File: src/rtl/pipe_elastic_reg.sv
// Elastic pipeline register: DEPTH-entry circular buffer with valid/ready on both sides,
// synchronous flush, output-side stall and a registered output that reads zero when empty.
module pipe_elastic_reg #(
  parameter int unsigned WIDTH = 64,
  parameter int unsigned DEPTH = 2,
  localparam int unsigned CW = $clog2(DEPTH + 1)
) (
  input  logic             clk_i,
  input  logic             rst_ni,
  input  logic             flush_i,
  input  logic             stall_i,
  input  logic             in_valid_i,
  output logic             in_ready_o,
  input  logic [WIDTH-1:0] in_data_i,
  output logic             out_valid_o,
  input  logic             out_ready_i,
  output logic [WIDTH-1:0] out_data_o,
  output logic [CW-1:0]    count_o
);

  localparam int unsigned PW = (DEPTH > 1) ? $clog2(DEPTH) : 1;

  logic [WIDTH-1:0] mem_q [DEPTH];
  logic [PW-1:0]    wr_ptr_q, wr_ptr_d;
  logic [PW-1:0]    rd_ptr_q, rd_ptr_d;
  logic [CW-1:0]    count_q, count_d;
  logic             push, pop;

  function automatic logic [PW-1:0] ptr_inc(input logic [PW-1:0] p);
    return (p == PW'(DEPTH - 1)) ? '0 : p + PW'(1);
  endfunction

  // Ready is a pure function of registered occupancy, so a pop never frees space same-cycle.
  assign in_ready_o  = (count_q != CW'(DEPTH));
  assign out_valid_o = (count_q != '0) & ~stall_i;
  assign push        = in_valid_i & in_ready_o & ~flush_i;
  assign pop         = out_valid_o & out_ready_i & ~flush_i;
  assign count_o     = count_q;
  // Popped and flushed slots are cleared, so the head slot already reads zero when empty.
  assign out_data_o  = mem_q[rd_ptr_q];

  always_comb begin
    wr_ptr_d = wr_ptr_q;
    rd_ptr_d = rd_ptr_q;
    count_d  = count_q;
    if (flush_i) begin
      wr_ptr_d = '0;
      rd_ptr_d = '0;
      count_d  = '0;
    end else begin
      if (push) wr_ptr_d = ptr_inc(wr_ptr_q);
      if (pop)  rd_ptr_d = ptr_inc(rd_ptr_q);
      case ({push, pop})
        2'b10:   count_d = count_q + CW'(1);
        2'b01:   count_d = count_q - CW'(1);
        default: count_d = count_q;
      endcase
    end
  end

  always_ff @(posedge clk_i or negedge rst_ni) begin
    if (!rst_ni) begin
      wr_ptr_q <= '0;
      rd_ptr_q <= '0;
      count_q  <= '0;
    end else begin
      wr_ptr_q <= wr_ptr_d;
      rd_ptr_q <= rd_ptr_d;
      count_q  <= count_d;
    end
  end

  always_ff @(posedge clk_i or negedge rst_ni) begin
    if (!rst_ni) begin
      for (int i = 0; i < DEPTH; i++) mem_q[i] <= '0;
    end else if (flush_i) begin
      for (int i = 0; i < DEPTH; i++) mem_q[i] <= '0;
    end else begin
      if (push) mem_q[wr_ptr_q] <= in_data_i;
      if (pop)  mem_q[rd_ptr_q] <= '0;
    end
  end

  a_count_range: assert property (@(posedge clk_i) disable iff (!rst_ni)
    count_q <= CW'(DEPTH));
  a_no_push_full: assert property (@(posedge clk_i) disable iff (!rst_ni)
    (count_q == CW'(DEPTH)) |-> !push);
  a_no_pop_empty: assert property (@(posedge clk_i) disable iff (!rst_ni)
    (count_q == '0) |-> !pop);

endmodule

File: config.mk
export PLATFORM = sky130hd
export DESIGN_NAME = pipe_elastic_reg
export DESIGN_NICKNAME = d
export VERILOG_FILES = /design/src/rtl/pipe_elastic_reg.sv
export SDC_FILE = /design/constraint.sdc
export NUM_CORES = 1
export LEC_CHECK = 0
export CORE_ASPECT_RATIO = 0.8
export CORE_MARGIN = 1
export CORE_UTILIZATION = 30
export CTS_CLUSTER_DIAMETER = 200
export DETAILED_ROUTE_END_ITERATION = 8
export PLACE_DENSITY_LB_ADDON = 0.1
export REMOVE_ABC_BUFFERS = 1
export SYNTH_ARGS = -nofsm -noshare
export SYNTH_HDL_FRONTEND = slang
export SYNTH_SLANG_ARGS = --single-unit
File: constraint.sdc
create_clock -name clk_i -period 2.3 [get_ports clk_i]
set_clock_uncertainty 0.15 [all_clocks]
set_input_delay 0.345 -clock clk_i [delete_from_list [all_inputs] [get_ports clk_i]]
set_output_delay 0.345 -clock clk_i [all_outputs]
set_load 0.005 [all_outputs]
==> flow_summary.json, run 1 <==
{
  "yosys_register_bits": 132,
  "drtPass1Iterations": 4,
  "yosysUniqueCellTypes": 25,
  "ir_drop_mv": 0.4528,
  "drtIter0Drc": 306,
  "die-area_um2": 20820,
  "final_cells": 1073,
  "h-tree-depth": 4,
  "clkPwrFrac": 0.470,
  "clock_sinks": 132,
  "cts.path.max_buffers": 2,
  "ant_nets": 0,
  "path_class": "register to output pin",
  "end_kind": "output pin",
  "p_per_area_nw_per_um2": 711.3,
  "die_h_um": 129.3,
  "hpwl_um": 10460,
  "pre_cts_ws_ns": 0.08733,
  "synth_cells": 656,
  "drive_above_1_share": 0.1894,
  "ys_warn_count": 0,
  "wirelength_um": 19150,
  "arrival_ns": 1.78,
  "rows": 46,
  "fin_crit_ns": 2.272,
  "fmax_mhz": 440.1,
  "hold_violations": 0,
  "tightest_slew_ns": 0.5480,
  "dr_total_vias": 5160,
  "place_area_um2": 7816,
  "core_um2": 19800,
  "cts_buffers": 17,
  "relSlewSlack": 0.6347,
  "fin_ws_ns": 0.02798,
  "power.internal_mw": 4.727,
  "start_util": 0.3067,
  "netlist_area_um2": 6072,
  "finalNetCount": 865,
  "detail_route.wl_per_cell_um": 17.84,
  "maxCapViolations": 0,
  "cts_tree": "yes",
  "final_max_slew_viol_count": 0,
  "status": "complete, no violations",
  "drc": 0,
  "die_w_um": 161.1,
  "power_frac_seq": 0.396,
  "numPortBuffers": 137,
  "grt-ovfl-total": 0,
  "min_path_type": "input pin to async pin",
  "clkTransAtPathRegs_ns": 0.06,
  "area_growth_pct": 44.18,
  "io_pins": 138,
  "final_area_um2": 8755,
  "setup_violations": 0,
  "vias_per_cell": 4.809,
  "final_common_cell": "nand2_1",
  "cp.required_ns": 1.80,
  "leakage_nw": 3.806,
  "seq_area_frac_synth": 0.5440,
  "place_congestion": 0.7659,
  "p_switching_mw": 1.500,
  "grt.total_usage": 0.1843,
  "final_cell_mix": "258 x nand2_1, 131 x a21oi_1, 131 x dfrtp_1",
  "grt_pass1_vias": 5316,
  "dpl.cell_count": 1024,
  "p_comb_frac": 0.135,
  "timing.final.crit_share": 0.9878,
  "grt_first_pass_wirelength_um": 29270,
  "avgSynthCellArea_um2": 9.256,
  "cp_max_fo": 8,
  "cts_root_buffer": "clkbuf_16",
  "critPathLaunchType": "register",
  "antenna_found_initial": 1,
  "grt_setup_unrepaired": "true",
  "grt_max_degree": 65,
  "clk_latency_ns": 0.41,
  "switching_share": 0.2408
}
[layout make-up]
type | count | area (um^2)
Multi-Input combinational cell | 473 | 2546
Clock buffer | 20 | 466.7
Clock inverter | 12 | 177.7
Antenna cell | 1 | 2.502
Sequential cell | 132 | 3307
Inverter | 1 | 3.754
Timing Repair Buffer | 170 | 1921
Fill cell | 1916 | 11040
Tap cell | 264 | 330.3
[cell families after synthesis]
logic type      after synthesis  share of synthesized area
buf+inv                      51                    0.04533
compound gates              136                     0.1144
xor+xnor                      2                   0.002885
flops                       132                     0.5440
mux                          65                     0.1205
simple gates                270                     0.1729
[stage by stage]
stage	hold slack [ns]	util	power [mW]	TNS, ns
after floorplan	-0.1006	-	2.800	-294.27
after global placement	0.1999	0.3948	3.287	0
after detailed placement	0.2068	0.3948	3.304	0
after CTS	0.3322	0.4349	6.277	-0.5452
after global routing	0.3344	0.4422	6.484	-0.08241
final	0.3286	0.4422	6.227	0
[layer usage]
layer,GRT usage,vias up,part of all wire,wire length (um)
li1,-,2443,-,-
met2,0.3078,142,0.48,9256
met4,0.05272,0,0.0099,189
met3,0.04481,14,0.055,1045
met5,0,-,0,0
met1,0.2387,2561,0.45,8655
[registers in the layout (all words and copies together) (netlist names)]
signal,flops
mem_q,128
count_o,2
rd_ptr_q,1
wr_ptr_q,1
[final timing paths]
path / end / slack, ns / cells past startpoint / startpoint
min: mem_q[49] / 0.33 / 2 / rst_ni
max in group asynchronous: mem_q[67] / 1.01 / 3 / rst_ni
max reg2reg: mem_q[107] / 0.26 / 5 / count_o[1]
min reg2reg: mem_q[46] / 0.37 / 2 / mem_q[46]
max: out_data_o[25] / 0.03 / 4 / rd_ptr_q
min in group clk_i: mem_q[14] / 0.35 / 3 / in_data_i[14]
[worst max-delay path: stages, from the launching register on]
cell and delay, ns:
dfrtp_4 0.51, buf_12 0.15, buf_16 0.15, mux2_2 0.29, dlygate4sd2_1 0.27
[synth_stat cells (all sizes together)]
cell / count / area share
nor2b: 3 / 0.0035
a22oi: 1 / 0.0012
o21ba: 1 / 0.0016
nor3b: 1 / 0.0012
dfrtp: 132 / 0.54
mux2: 65 / 0.12
nor4b: 1 / 0.0014
nor2: 4 / 0.0025
xor2: 2 / 0.0029
nand2: 258 / 0.16
a21oi: 131 / 0.11
nand4b: 1 / 0.0014
o21bai: 1 / 0.0012
o21ai: 1 / 0.00082
buf: 35 / 0.035
inv: 1 / 0.00062
clkbuf: 15 / 0.0097
and4b: 1 / 0.0016
or4b: 1 / 0.0016
a31o: 1 / 0.0014
[power by group through the flow]
stage	sequential [mW]	combinational [mW]	clock [mW]
floorplan	2.50	0.295	0
global placement	2.50	0.788	0
detailed placement	2.50	0.800	0
CTS	2.46	0.820	2.99
global route	2.47	0.913	3.10
finish	2.46	0.840	2.92
[what timing repair did]
item	4_1_cts	5_1_grt
hold buffers	1	0
cloned	4	3
gates resized for setup	97	55
endpoints found under the hold margin	51	0
setup endpoints to repair	64	44
buffers inserted	6	2
(Power assumes the default switching activity.)
==> run 2, diff against run 1 <==
Settings changed: HOLD_SLACK_MARGIN set to 0.08.
==> results of run 2 <==
The final DEF is identical to that of run 1; final timing and power are the same.
==> run 3, diff against run 2 <==
Settings changed: GPL_TIMING_DRIVEN set to 0.
==> flow_summary.json, run 3 (same netlist as run 1, synthesis figures left out) <==
{
  "status": "complete, no violations",
  "fin_util": 0.4355,
  "place_area_um2": 7807,
  "path_class": "register to output pin",
  "end_kind": "output pin",
  "fmax_mhz": 442.0,
  "met2WireLength_um": 9284,
  "drive_above_1_share": 0.1803,
  "maxCapViolations": 0,
  "clk_latency_ns": 0.42,
  "grt_setup_unrepaired": "true",
  "relSlewSlack": 0.4088,
  "power_mw": 6.357,
  "m1WireLength_um": 8124,
  "area_growth_pct": 41.99,
  "die_h_um": 129.3,
  "grt_first_pass_wirelength_um": 29480,
  "ant_nets": 0,
  "die_w_um": 161.1,
  "vias_per_cell": 4.832,
  "crit_chain": "buf_12, buf_6, buf_16, mux2_4, clkbuf_2",
  "r2r_end": "mem_q[89]",
  "place_congestion": 0.6910,
  "grt.total_usage": 0.1861,
  "min_path_type": "input pin to async pin",
  "tightest_slew_ns": 0.8868,
  "cp_max_fo": 12,
  "numPortBuffers": 137,
  "timing.final.crit_share": 0.9836,
  "grt-ovfl-total": 0,
  "critPathTopFamily": "buffers and inverters",
  "p_per_area_nw_per_um2": 737.3,
  "clock_sinks": 132,
  "final_cells": 1068,
  "final_max_slew_viol_count": 0,
  "grt_max_degree": 70,
  "met3WireLength_um": 1203,
  "largest_reg_flops": 128,
  "arrival_ns": 1.77,
  "drc": 0,
  "ir_drop_mv": 0.4042,
  "leakage_nw": 3.844,
  "drtPass1Iterations": 4,
  "clkTransAtPathRegs_ns": 0.06,
  "io_pins": 138,
  "regMostFlops": "mem_q",
  "drtIter0Drc": 302,
  "final_common_cell": "nand2_1",
  "cts_root_buffer": "clkbuf_16",
  "h-tree-depth": 4,
  "dr_total_vias": 5161,
  "fin_crit_ns": 2.262,
  "startpoint": "rd_ptr_q",
  "critPathLaunchType": "register",
  "tns_ns": 0,
  "highest_layer": "met4",
  "antenna_found_initial": 0,
  "rr_startpoint": "rd_ptr_q",
  "core_um2": 19800,
  "grt_pass1_vias": 5462,
  "cp.required_ns": 1.80,
  "die-area_um2": 20820,
  "rows": 46,
  "final_cell_mix": "258 x nand2_1, 131 x a21oi_1, 131 x dfrtp_1",
  "setup_violations": 0,
  "final_area_um2": 8622,
  "r2r_slack_ns": 0.10,
  "hold_violations": 0,
  "cts_tree": "yes",
  "detail_route.wl_per_cell_um": 17.62,
  "n_antenna_cell": 0,
  "finalNetCount": 862,
  "start_util": 0.3067,
  "crit_buf_inv": 4,
  "cts_buffers": 17,
  "cp_slowest_stage_delay_ns": 0.50,
  "hpwl_um": 11120,
  "crit_slowest_cell": "dfrtp_4",
  "cts.path.max_buffers": 2,
  "wirelength_um": 18820,
  "rr_worst_depth": 6,
  "dpl.cell_count": 1025
}
## run 3: cell types whose count changed in the layout (fill, tap and decap cells not counted), sizes merged
cell / before / now
clkbuf: 33 / 32
bufinv: 4 / 6
clkdlybuf4s15: 31 / 9
inv: 1 / 2
dlymetal6s2s: 1 / 0
buf: 35 / 29
dlygate4sd2: 17 / 43
clkinvlp: 4 / 1
diode: 1 / 0
## run 3: per-layer routing
metal,GRT usage,vias to the layer above
li1,-,2430
met1,0.2282,2566
met2,0.3126,150
met3,0.05378,15
met4,0.06881,0
met5,0,-
## run 3: worst max path at each step
| stage | to | slack, ns | cells after the start |
|---|---|---|---|
| after floorplan | mem_q[100] | -3.69 | 4 |
| after CTS | out_data_o[47] | -0.1 | 5 |
| after detailed placement | mem_q[89] | -0.51 | 7 |
| final | out_data_o[47] | 0.04 | 5 |
| after global routing | out_data_o[47] | -0.008 | 5 |
| after global placement | mem_q[103] | -9.49 | 4 |
## run 3: cell type report
type	count	area, um^2
Fill cell	1962	11180
Sequential cell	132	3307
Multi-Input combinational cell	473	2556
Timing Repair Buffer	167	1754
Clock buffer	19	442.9
Tap cell	264	330.3
Clock inverter	12	227.7
Inverter	1	3.754
## run 3: metrics by stage
stage	setup WS [ns]	hold WS, ns
global route	-0.007511	0.3495
finish	0.03767	0.3444
detailed placement	-0.5060	0.2639
floorplan	-3.687	-0.1006
global placement	-9.490	0.3553
CTS	-0.09504	0.3300
## run 3: repair_timing
item                                   4_1_cts  5_1_grt
gates cloned                                 3        2
hold buffers                                 1        0
resized for setup                           81       31
buffers inserted                             5        2
pin swaps                                    0        1
setup endpoints to repair                   83       40
endpoints found under the hold margin       68        0
## run 3: worst reg2reg max path: stages, from the launching register on
cell	delay, ns
dfrtp_4	0.50
buf_12	0.16
clkbuf_16	0.17
buf_4	0.16
o21bai_4	0.57
buf_12	0.28
a21oi_1	0.10
## run 3: where the power goes
group          switching [mW]  internal [mW]  total, mW
logic                   0.414          0.388      0.802
clock network            1.03           2.06       3.09
registers              0.0508           2.41       2.46
